[src/rtl/fp_wb_arbiter.sv]
// FP register-file write-back arbiter.
// Each producer has a one-entry holding slot. Full slots are granted the single
// register-file write port in round-robin order, and the write beat is registered.
module fp_wb_arbiter #(
    parameter int DATA_W  = 16,
    parameter int NUM_SRC = 3,
    parameter int SRC_W   = $clog2(NUM_SRC)
) (
    input  logic                      clk,
    input  logic                      rst_n,
    input  logic [NUM_SRC-1:0]        src_valid,
    output logic [NUM_SRC-1:0]        src_ready,
    input  logic [NUM_SRC*5-1:0]      src_waddr,
    input  logic [NUM_SRC*DATA_W-1:0] src_wdata,
    output logic                      rf_we,
    output logic [4:0]                rf_waddr,
    output logic [DATA_W-1:0]         rf_wdata,
    output logic [SRC_W-1:0]          rf_wsrc,
    output logic                      wb_busy
);

    localparam int unsigned NSRC = NUM_SRC;

    logic [NUM_SRC-1:0]             full;
    logic [NUM_SRC-1:0][4:0]        slot_addr;
    logic [NUM_SRC-1:0][DATA_W-1:0] slot_data;
    logic [SRC_W-1:0]               rr_ptr;

    logic [NUM_SRC-1:0] grant;
    logic [NUM_SRC-1:0] accept;
    logic               grant_any;
    logic [SRC_W-1:0]   grant_idx;
    logic [SRC_W-1:0]   rr_next;
    logic               hit_hi;
    logic               hit_lo;
    logic [SRC_W-1:0]   idx_hi;
    logic [SRC_W-1:0]   idx_lo;

    // Round-robin search. The first full slot at or above rr_ptr wins.
    // If there is none, the search wraps and the lowest full slot wins.
    // This gives the same result as a modulo scan but avoids out-of-range indices.
    always_comb begin
        hit_hi = 1'b0;
        hit_lo = 1'b0;
        idx_hi = '0;
        idx_lo = '0;
        for (int unsigned j = 0; j < NSRC; j++) begin
            if (full[j]) begin
                if (!hit_lo) begin
                    hit_lo = 1'b1;
                    idx_lo = SRC_W'(j);
                end
                if (!hit_hi && (j >= 32'(rr_ptr))) begin
                    hit_hi = 1'b1;
                    idx_hi = SRC_W'(j);
                end
            end
        end
        grant_any = hit_lo;
        grant_idx = hit_hi ? idx_hi : idx_lo;
        grant     = '0;
        for (int unsigned j = 0; j < NSRC; j++) begin
            grant[j] = grant_any && (32'(grant_idx) == j);
        end
        rr_next = (grant_idx == SRC_W'(NUM_SRC - 1)) ? '0 : grant_idx + 1'b1;
    end

    // A source is ready when its slot is empty or is being drained this cycle.
    // A beat addressed to register 0 completes its handshake but does not load the slot.
    always_comb begin
        src_ready = ~full | grant;
        wb_busy   = |full;
        accept    = '0;
        for (int unsigned i = 0; i < NSRC; i++) begin
            accept[i] = src_valid[i] && src_ready[i] && (src_waddr[i*5 +: 5] != 5'd0);
        end
    end

    // Slot occupancy, round-robin pointer and the registered write beat.
    always_ff @(posedge clk) begin
        if (!rst_n) begin
            full     <= '0;
            rr_ptr   <= '0;
            rf_we    <= 1'b0;
            rf_waddr <= '0;
            rf_wdata <= '0;
            rf_wsrc  <= '0;
        end else begin
            full <= accept | (full & ~grant);
            if (grant_any) begin
                rf_we    <= 1'b1;
                rf_waddr <= slot_addr[grant_idx];
                rf_wdata <= slot_data[grant_idx];
                rf_wsrc  <= grant_idx;
                rr_ptr   <= rr_next;
            end else begin
                rf_we <= 1'b0;
            end
        end
    end

    // Slot payload. It is only meaningful while the matching full bit is set.
    always_ff @(posedge clk) begin
        for (int unsigned i = 0; i < NSRC; i++) begin
            if (accept[i]) begin
                slot_addr[i] <= src_waddr[i*5 +: 5];
                slot_data[i] <= src_wdata[i*DATA_W +: DATA_W];
            end
        end
    end

endmodule

[config.mk]
export PLATFORM = sky130hd
export DESIGN_NAME = fp_wb_arbiter
export DESIGN_NICKNAME = d
export VERILOG_FILES = /design/src/rtl/fp_wb_arbiter.sv
export SDC_FILE = /design/constraint.sdc
export NUM_CORES = 1
export LEC_CHECK = 0
export BUFFER_PORTS_ARGS = -buffer_cell sky130_fd_sc_hd__buf_2
export CAP_MARGIN = 10
export CORE_AREA = 2 2 130 132
export DETAILED_ROUTE_END_ITERATION = 10
export DIE_AREA = 0 0 132 134
export SLEW_MARGIN = 0
export SYNTH_ARGS = -nofsm -noshare
export SYNTH_HDL_FRONTEND = slang
export SYNTH_SLANG_ARGS = --single-unit
[constraint.sdc]
create_clock -name clk -period 3.13 [get_ports clk]
set_clock_uncertainty 0.2 [all_clocks]
set_input_delay 0.626 -clock clk [delete_from_list [all_inputs] [get_ports clk]]
set_output_delay 0.626 -clock clk [all_outputs]
set_load 0.01 [all_outputs]
# --- Word-level counts from Yosys, hierarchy flattened ---
# Cells that the tools add are included.
word_totals:
  in_bits: 68
  wordCells: 66
  latchBits: 0
  ramBits: 0
  n_memories: 0
  ff_bits: 92
  out_inout_bits: 28
  rom_bits: 0
op_classes:
  n_mul: 0
  mux: 24
  n_div: 0
  eq_ne: 2
  n_lt_le_gt_ge: 4
  shifts: 0
  n_reduce_logical: 18
  addsub: 1
  n_bitwise: 5
ops:
  columns: ["cell", "count"]
  rows:
  - ["$bmux 16 s2", 1]
  - ["$mux 16", 1]
  - ["$reduce_bool 5->1", 3]
  - ["$mux 1", 14]
  - ["$mux 2", 6]
  - ["$logic_and 1x1->1", 11]
  - ["$bmux 5 s2", 1]
  - ["$not 3->3", 2]
  - ["$or 3x3->3", 2]
  - ["$mux 5", 1]
  - ["$ge 1x2->1 const A", 2]
  - ["$and 3x3->3", 1]
  - ["$lt 2x3->1 const B", 1]
  - ["$reduce_or 3->1", 1]
  - ["$add 2x1->2 const B", 1]
  - ["$eq 2x1->1 const B", 1]
  - ["$eq 2x2->1 const B", 1]
  - ["$ge 2x2->1 const A", 1]
  - ["$logic_not 1->1", 2]
  - ["$logic_not 2->1", 1]

# --- Depth between registers and ports, before layout ---
# Gate-level depths: netlist of the first run.
logic_depth:
  ltp_word: 18
  mapped_depth: 7
  mapped_depth_nobuf: 5

# --- Worst setup path before layout of the first run ---
# No wires, ideal clock.
synth_path:
  path_type: "register to register"
  start: "register rr_ptr[1]"
  end: "register slot_addr[0] in the netlist's numbering (enable)"
  setup_ps: 401
  period_less_slack_ps: 2715
  t_required_ps: 2529
  stages_incl_launch_ff: 5
  t_arrival_ps: 2114
  setup_slack_ps: 415
  n_path_buf: 0
  cell_sequence: "dfxtp_1 -> nor2b_2 -> and2_1 -> o21ai_0 -> nor2b_1"
synth_between:
  elab_chain_cells: 17
  elab_cells_between_ends: 23
  cone_classes: "order compare (3); mux (11); bitwise (1); reduce/logical (8)"
synth_rtl:
  columns: ["element", "line", "source"]
  rows:
  - ["from (decl)", "27", "logic [SRC_W-1:0] rr_ptr;"]
  - ["from (signal assigned)", "95", "rr_ptr <= rr_next;"]
  - ["$ge 1x2->1", "53", "if (!hit_hi && (j >= 32'(rr_ptr))) begin"]
  - ["$mux 1", "53", null]
  - ["$mux 1", "48", "if (full[j]) begin"]
  - ["$logic_not 1->1", "53", null]
  - ["$logic_and 1x1->1", "53", null]
  - ["$mux 1", "53", null]
  - ["$mux 1", "48", null]
  - ["$logic_not 1->1", "53", null]
  - ["[... 2 more ...]", null, null]
  - ["$mux 2 / $mux 1 (equally long branches)", "48", null]
  - ["$mux 2 (*)", "60", "grant_idx = hit_hi ? idx_hi : idx_lo;"]
  - ["$logic_not 2->1 (*)", "63", "grant[j] = grant_any && (32'(grant_idx) == j);"]
  - ["$logic_and 1x1->1 (*)", "63", null]
  - ["$or 3x3->3 (*)", "71", "src_ready = ~full | grant;"]
  - ["named net src_ready[0]", "12", "output logic [NUM_SRC-1:0] src_ready,"]
  - ["$logic_and 1x1->1 (*) (2 in a row)", "75", "accept[i] = src_valid[i] && src_ready[i] && (src_waddr[i*5 +: 5] != 5'd0);"]
  - ["named net accept[0]", "30", "logic [NUM_SRC-1:0] accept;"]
  - ["to (signal, indexed assignment)", "106", "slot_addr[i] <= src_waddr[i*5 +: 5];"]
  - ["to (decl)", "25", "logic [NUM_SRC-1:0][4:0] slot_addr;"]
# Mark *: on every way through the listed nets, which the timed path passes. The rest lies on a longest branch.
# A chain may end at the register's enable or synchronous reset.

# --- Worst setup path after layout of the first run ---
layout_path:
  start: "register full[1]"
  end: "output port wb_busy"
layout_between:
  elab_chain_cells: 1
layout_rtl:
  columns: ["element", "line", "source"]
  rows:
  - ["from (decl)", "24", "logic [NUM_SRC-1:0] full;"]
  - ["from (signal assigned)", "89", "full <= accept | (full & ~grant);"]
  - ["$reduce_or 3->1", "72", "wb_busy = |full;"]
  - ["to (decl)", "19", "output logic wb_busy"]
# No other way between the ends.

==> results of run 1 <==
registers in the layout (all words and copies together) (netlist names):
register	cells
rf_waddr	5
slot_addr	15
rf_wdata	16
rf_wsrc	2
slot_data	48
full	3
rr_ptr	2
rf_we	1
how the worst max path moves through the flow:
stage,endpoint,slack (ns),cells after the start
global route,slot_data[15],0.42,4
CTS,wb_busy,0.58,4
detailed placement,slot_data[24],0.59,4
floorplan,slot_addr[0],0.42,4
finish,wb_busy,0.60,4
global placement,slot_data[28],0.63,4
routing by layer:
layer	part of all wire (%)	wire, um
met1	46	4780
met2	48	4940
met3	3.6	369
met4	2.5	255
met5	0	0
through the flow:
step	worst slack, ns	std cells	power, uW	hold WS [ns]	utilization (%)
CTS	0.584	660	2940	0.252	30.2
floorplan	0.415	350	1730	0.288	-
finish	0.603	661	2910	0.263	30.3
global placement	0.630	644	1890	0.267	28.5
global route	0.415	661	3040	0.255	30.3
detailed placement	0.589	644	1900	0.275	28.5
report_power, final:
group	internal, uW	switching (uW)	leakage [uW]
logic	170	240	0.00103
registers	1410	54.0	0.000848
clock network	610	428	0.000139
total	2190	722	0.00201
logic make-up after synthesis:
family                 share of synthesized area (%)
AO/OA/AOI/OAI                                   25.2
flip-flops                                      62.2
buffers and inverters                           5.95
AND/OR/NAND/NOR                                 6.67
final cells by class:
type | instances | area, um2 | share of cell area, %
Clock buffer | 10 | 229 | 4.64
Clock inverter | 6 | 55.1 | 1.11
Timing Repair Buffer | 103 | 539 | 10.9
Inverter | 24 | 90.1 | 1.82
Sequential cell | 92 | 2470 | 50.1
Tap cell | 220 | 275 | 5.57
Multi-Input combinational cell | 206 | 1280 | 25.9
cells in the final DEF, fill, tap and decap left out, types with 2 or more instances in the layout:
master,Yosys,layout
buf_2,12,95
inv_2,2,2
o21ai_0,26,26
a21boi_0,27,27
clkinv_1,0,3
nor2b_2,2,3
a2bb2oi_1,21,21
inv_1,22,22
a21oi_1,65,63
and3_1,21,21
nor2_1,2,2
o21ai_1,20,20
edfxtp_1,63,63
or4_1,3,3
a21oi_2,1,3
and2_1,2,2
o21ai_4,2,2
clkbuf_16,0,9
nand2_1,7,7
buf_4,7,7
dfxtp_1,29,29
nand3_1,2,2
==> flow_metrics.tcl, run 1 <==
set metrics [dict create \
    grt_usage_pct 11.7 \
    r2r-end "slot_data[7]" \
    fmax_ghz 0.396 \
    power_density_nw_per_um2 590 \
    top_usage_layer "met2" \
    drc 0 \
    final_layout_size_suffix_gt1_share_pct 29.3 \
    drv_slew 0 \
    cts_tree "done" \
    cts_resized 0 \
    wirelength_um 10300 \
    r2r_start "rr_ptr[0]" \
    finalNetCount 504 \
    core.rowCount 47 \
    synth.distinct_cells 27 \
    leakage_uw 0.00201 \
    timing.final.crit_share_pct 80.7 \
    grt_use_met1_pct 15.2 \
    synth_top_area_share_pct 47.6 \
    ys_async_sr_fraction_pct 0 \
    cap_viol_max_count 0 \
    critPathMaxStageDelay_ns 0.42 \
    boundaryPins 96 \
    wl_per_cell_um 15.6 \
    grt.met3_usage_pct 2.04 \
    clk_pin_slew_worst_paths_ns 0.06 \
    synth_nets 418 \
    crit_chain "buf_4, nor3_4, inv_2, buf_2" \
    dr.first_iter.drc_count 123 \
    synth.largest_area_cell "edfxtp_1" \
    criticalPathCategory "reg -> out" \
    rsz0062_at_grt "false" \
    vias_per_cell 4.45 \
    slew_headroom_pct 22.1 \
    diodes 0 \
    met2_usage_pct 19.1 \
    synth_ff_type "edfxtp_1" \
    setup_tns_ns 0 \
    dp_hpwl_um 7570 \
    antenna_found_initial 0 \
    critPathBufInv 3 \
    drtAntennaViolNets 0 \
    drtPass1Iterations 4 \
    clock_sinks 92 \
    fp.dieH_um 134 \
    fp.dieW_um 132 \
    rr_worst_depth 4 \
    io_buffers 95 \
    setup_viol 0 \
    min_from "src_wdata[27]" \
    cp-start-kind "register" \
    synth.most_common_cell "a21oi_1" \
    period_needed_ns 2.53 \
    vias 2943 \
    grt_max_degree 43 \
    ys_seq_elements 92 \
    cp_top_family "buffers and inverters" \
    synth_warnings 0 \
    max_slew.worst_pin.slew_ns 1.17 \
    place_area_um2 4640 \
    finalHoldViolCount 0 \
    grt_pass1_wl_um 15900 \
    syn_to_final_growth_pct 24.2 \
    design_area_um2 4940 \
    netlist_top_cells_area "edfxtp_1, dfxtp_1, a21oi_1" \
    initial_core_util_pct 24.4 \
    hold_class "in -> reg" \
    grt_overflow 0 \
    startpoint "full[1]" \
    die-area_um2 17700 \
    holdBufCountCts 0 \
    holdPathEnd "slot_data[27]" \
    r2r_slack_ns 0.67 \
    fillCellCount 1699 \
    synth-edff-count 63 \
    synth_cells 350 \
    worstHoldPathCells 1 \
    critPathMaxFanout 23 \
    synth-seq-area-share_pct 62.2 \
    critical_path_arrival_ns 1.70 \
    worst_setup_path_end_kind "output port" \
    clock_path_buffers 2 \
    clock_latency_ns 0.34 \
    ys_top_cells_by_count "a21oi_1, edfxtp_1, dfxtp_1" \
    cts.htree.levels 3 \
    core_region_area_um2 16300 \
    crit_path_top_delay_cell "dfxtp_1" \
    syn_avg_cell_area_um2 11.4 \
    syn_area_um2 3980 \
    gp_congestion 0.728 \
    post_cts_buffers 0 \
    crit_required_ns 2.30 \
    ir_drop_mv 0.249 \
    cts-root-buf "clkbuf_16" \
    grt_pass1_vias 2897 \
    status "completed" \
    cts_inserted_buffers 9 \
]
No activity file was read; power rests on OpenSTA's default activity.
==> run 2, diff against run 1 <==
==> constraint.sdc (replaced) <==
create_clock -name clk -period 2.2 [get_ports clk]
set_clock_uncertainty 0.2 [all_clocks]
set_input_delay 0.44 -clock clk [delete_from_list [all_inputs] [get_ports clk]]
set_output_delay 0.44 -clock clk [all_outputs]
set_load 0.01 [all_outputs]
==> flow_metrics.tcl, run 2 (same netlist as run 1, synthesis figures left out) <==
set metrics [dict create \
    boundaryPins 96 \
    antenna_found_initial 0 \
    rr_worst_depth 4 \
    grt_max_degree 43 \
    timing.final.crit_share_pct 98.2 \
    vias 2954 \
    drtPass1Iterations 4 \
    fp.dieW_um 132 \
    gp_congestion 0.748 \
    wl_per_cell_um 15.2 \
    multi_input_area_um2 1300 \
    crit_path_top_delay_cell "dfxtp_2" \
    criticalPathCategory "reg -> out" \
    drtAntennaViolNets 0 \
    crit_required_ns 1.56 \
    vias_per_cell 4.41 \
    critPathBufInv 2 \
    rsz0062_at_grt "true" \
    cts_tree "done" \
    layout_commonest_cell "buf_2" \
    grt_pass1_vias 2949 \
    syn_to_final_growth_pct 26.5 \
    grt_pass1_wl_um 15800 \
    clock_path_buffers 2 \
    r2r_slack_ns 0.12 \
    drc 0 \
    ir_drop_mv 0.284 \
    critPathMaxStageDelay_ns 0.34 \
    clk_pin_slew_worst_paths_ns 0.06 \
    critical_path_arrival_ns 1.52 \
    core.rowCount 47 \
    power_density_nw_per_um2 813 \
    worst_setup_path_end_kind "output port" \
    cts-root-buf "clkbuf_16" \
    finalNetCount 513 \
    core_region_area_um2 16300 \
    period_needed_ns 2.16 \
    fp.dieH_um 134 \
    utilization_pct 30.9 \
    finalHoldViolCount 0 \
    dr.first_iter.drc_count 99 \
    largest_reg_flops 48 \
    r2r-end "slot_data[8]" \
    finalPower_uw 4090 \
    min_from "src_wdata[32]" \
    place_area_um2 4720 \
    r2r_start "full[2]" \
    die-area_um2 17700 \
    dp_hpwl_um 7650 \
    setup_viol 0 \
    diodes 0 \
    largest_registers "slot_data: 48 flops, rf_wdata: 16 flops, slot_addr: 15 flops" \
    slew_headroom_pct 54.8 \
    largest-register "slot_data" \
    cp-start-kind "register" \
    fmax_ghz 0.463 \
    holdPathEnd "slot_data[32]" \
    cp_top_family "flip-flops" \
    layout_common_cells "buf_2, a21oi_1, edfxtp_1" \
    final_layout_size_suffix_gt1_share_pct 31.8 \
    hold_class "in -> reg" \
    design_area_um2 5030 \
    wirelength_um 10200 \
    grt_overflow 0 \
    worstHoldPathCells 1 \
    grt_usage_pct 11.6 \
    status "completed" \
    cts_inserted_buffers 9 \
    critPathMaxFanout 24 \
    cts.htree.levels 3 \
    cap_viol_max_count 0 \
    io_buffers 95 \
    initial_core_util_pct 24.4 \
    clock_latency_ns 0.34 \
    crit_chain "nand2b_2, a21oi_2, o21ai_4, buf_12, nand2_4, buf_2" \
    drv_slew 0 \
    max_slew.worst_pin.slew_ns 0.677 \
    clock_sinks 92 \
    regArea_um2 2480 \
    leakage_uw 0.00207 \
    fillCellCount 1667 \
]
-- run 2: changes by cell type in the layout (fill, tap and decap cells not counted), sizes merged --
cell / change
clkbuf: +3
buf: +9
clkinv: -2
bufinv: -1
-- run 2: report_power, final --
part / leakage [uW] / switching, uW / internal [uW] / total (uW)
Clock: 0.000131 / 604 / 790 / 1390
Combinational: 0.00109 / 348 / 267 / 615
Sequential: 0.000849 / 75.5 / 2010 / 2080
Total: 0.00207 / 1030 / 3060 / 4090
-- run 2: repair_timing --
item | CTS | global route
pin swaps | 0 | 1
hold buffers | 0 | 0
gates resized for setup | 6 | 5
buffers inserted | 0 | 0
setup endpoints to repair | 65 | 23
-- run 2: through the flow --
step                      std cells  setup TNS [ns]  worst slack [ns]  hold WS [ns]
after global routing            670         -0.0397           -0.0200        0.0563
after global placement          653           -2.49           -0.0930         0.280
after CTS                       669           -3.29            -0.153        0.0556
final                           670               0            0.0401        0.0694
after detailed placement        653           -8.36            -0.173         0.283
after floorplan                 350               0            0.0149         0.288
-- run 2: layer usage --
layer | share of wire [%] | global-route usage (%) | routed length, um
met1 | 46 | 14.5 | 4680
met2 | 49 | 19.3 | 4980
met3 | 3.8 | 3.06 | 384
met4 | 1.6 | 4.71 | 166
met5 | 0 | 0 | 0
-- run 2: area by class of cell --
type | instances | share of cell area (%)
Tap cell | 220 | 5.47
Inverter | 24 | 1.79
Timing Repair Buffer | 112 | 12.4
Sequential cell | 92 | 49.2
Clock inverter | 3 | 0.274
Multi-Input combinational cell | 206 | 25.9
Clock buffer | 13 | 4.98
-- run 2: how the worst max path moves through the flow --
stage / startpoint / cells past startpoint / to / slack [ns]
floorplan: rr_ptr[1] / 5 / slot_addr[10] / 0.01
global placement: src_waddr[6] / 4 / slot_data[27] / -0.09
detailed placement: rr_ptr[1] / 4 / slot_addr[13] / -0.17
CTS: rr_ptr[1] / 4 / slot_data[38] / -0.15
global route: full[2] / 5 / src_ready[0] / -0.02
finish: rr_ptr[1] / 6 / src_ready[2] / 0.04
==> run 3, diff against run 2 <==
--- a/config.mk
+++ b/config.mk
@@ -10,6 +10,7 @@
 export CORE_AREA = 2 2 130 132
 export DETAILED_ROUTE_END_ITERATION = 10
 export DIE_AREA = 0 0 132 134
+export SETUP_SLACK_MARGIN = 0.2
 export SLEW_MARGIN = 0
 export SYNTH_ARGS = -nofsm -noshare
 export SYNTH_HDL_FRONTEND = slang
==> flow_metrics.tcl, run 3 (same netlist as run 1, synthesis figures left out) <==
set metrics [dict create \
    drtAntennaViolNets 0 \
    rsz0062_at_grt "true" \
    r2r-end "slot_data[12]" \
    wl_per_cell_um 15.0 \
    max_slew.worst_pin.slew_ns 0.680 \
    worstHoldPathCells 1 \
    holdPathEnd "slot_data[33]" \
    finalPower_uw 4350 \
    largest-register "slot_data" \
    dp_hpwl_um 7560 \
    clock_path_buffers 2 \
    criticalPathCategory "reg -> out" \
    crit_required_ns 1.56 \
    critical_path_arrival_ns 1.38 \
    critPathBufInv 2 \
    fin_cells 678 \
    finalHoldViolCount 0 \
    core.rowCount 47 \
    crit_path_top_delay_cell "dfxtp_4" \
    die-area_um2 17700 \
    layout_common_cells "buf_2, a21oi_1, edfxtp_1" \
    finalNetCount 519 \
    placed_cells 653 \
    io_buffers 95 \
    cap_viol_max_count 0 \
    setup_viol 0 \
    grt_usage_pct 11.3 \
    utilization_pct 31.8 \
    ir_drop_mv 0.306 \
    final_layout_size_suffix_gt1_share_pct 34.2 \
    cp_common_cell "buf_6" \
    cp-start-kind "register" \
    fmax_ghz 0.495 \
    period_needed_ns 2.02 \
    grt_max_degree 43 \
    leakage_uw 0.00213 \
    critPathMaxStageDelay_ns 0.35 \
    clock_sinks 92 \
    antenna_found_initial 1 \
    cts-root-buf "clkbuf_16" \
    clock_latency_ns 0.33 \
    grt_pass1_vias 3006 \
    drv_slew 0 \
    cts.htree.levels 3 \
    crit_chain "nor2b_2, o21ai_4, nand2_2, buf_6, nand2_4, buf_6" \
    worst_setup_path_end_kind "output port" \
    gp_congestion 0.754 \
    r2r_slack_ns 0.21 \
    hold_class "in -> reg" \
    fp.dieW_um 132 \
    setup_tns_ns 0 \
    syn_to_final_growth_pct 30.5 \
    cts_inserted_buffers 9 \
    largest_registers "slot_data: 48 flops, rf_wdata: 16 flops, slot_addr: 15 flops" \
    wirelength_um 10200 \
    power_density_nw_per_um2 838 \
    core_region_area_um2 16300 \
    cp_top_family "flip-flops" \
    critPathMaxFanout 4 \
    r2r_start "rr_ptr[1]" \
    drc 0 \
    grt_overflow 0 \
    layout_commonest_cell "buf_2" \
    grt_pass1_wl_um 15600 \
    fp.dieH_um 134 \
    drtPass1Iterations 5 \
    min_from "src_wdata[33]" \
    vias_per_cell 4.45 \
    cts_tree "done" \
    slew_headroom_pct 54.6 \
    largest_reg_flops 48 \
    dr.first_iter.drc_count 170 \
    timing.final.crit_share_pct 91.8 \
    initial_core_util_pct 24.4 \
    vias 3017 \
    rr_worst_depth 4 \
    fillCellCount 1640 \
    boundaryPins 96 \
    clk_pin_slew_worst_paths_ns 0.07 \
    status "completed" \
]
-- run 3: how the worst max path moves through the flow --
stage | start | end | slack, ns | cells after the start
floorplan | full[1] | slot_addr[5] | 0.21 | 5
global route | rr_ptr[1] | slot_addr[1] | 0.12 | 4
CTS | full[2] | src_ready[1] | 0.17 | 6
detailed placement | full[2] | rf_wdata[7] | 0.11 | 6
finish | full[2] | src_ready[1] | 0.18 | 6
global placement | src_waddr[11] | slot_data[39] | 0.17 | 5
-- run 3: per-stage QoR --
stage	setup WS [ns]	hold WS [ns]	cell area, um2
floorplan	0.208	0.288	4010
global placement	0.167	0.257	4730
detailed placement	0.114	0.262	4730
CTS	0.166	0.0733	5130
global route	0.119	0.0723	5180
finish	0.180	0.0844	5190
-- run 3: cell type report --
| cell class | instances | area, um2 | area share, % |
|---|---|---|---|
| diodes | 2 | 5.00 | 0.0965 |
| clock buffers | 12 | 246 | 4.75 |
| clock inverters | 4 | 71.3 | 1.37 |
| inverters | 24 | 90.1 | 1.74 |
| multi-input cells | 207 | 1350 | 26.0 |
| flip-flops and latches | 92 | 2490 | 47.9 |
| well taps | 220 | 275 | 5.31 |
| repair buffers | 117 | 663 | 12.8 |
-- run 3: power breakdown --
group          total, uW  switching [uW]  internal, uW
clock               1630             600          1030
combinational        631             352           280
sequential          2090            82.1          2010
-- run 3: timing repair --
| item | CTS | global route |
|---|---|---|
| setup buffers | 4 | 2 |
| pin swaps | 5 | 4 |
| hold buffers | 0 | 0 |
| resized for setup | 15 | 7 |
| cloned | 0 | 1 |
| setup endpoints to repair | 88 | 66 |
-- run 3: per-layer routing --
layer	track usage, %	routed length (um)	vias to the layer above
li1	-	-	1499
met1	14.6	4710	1401
met2	18.1	4770	99
met3	2.34	458	18
met4	5.31	250	0
met5	0	0	-
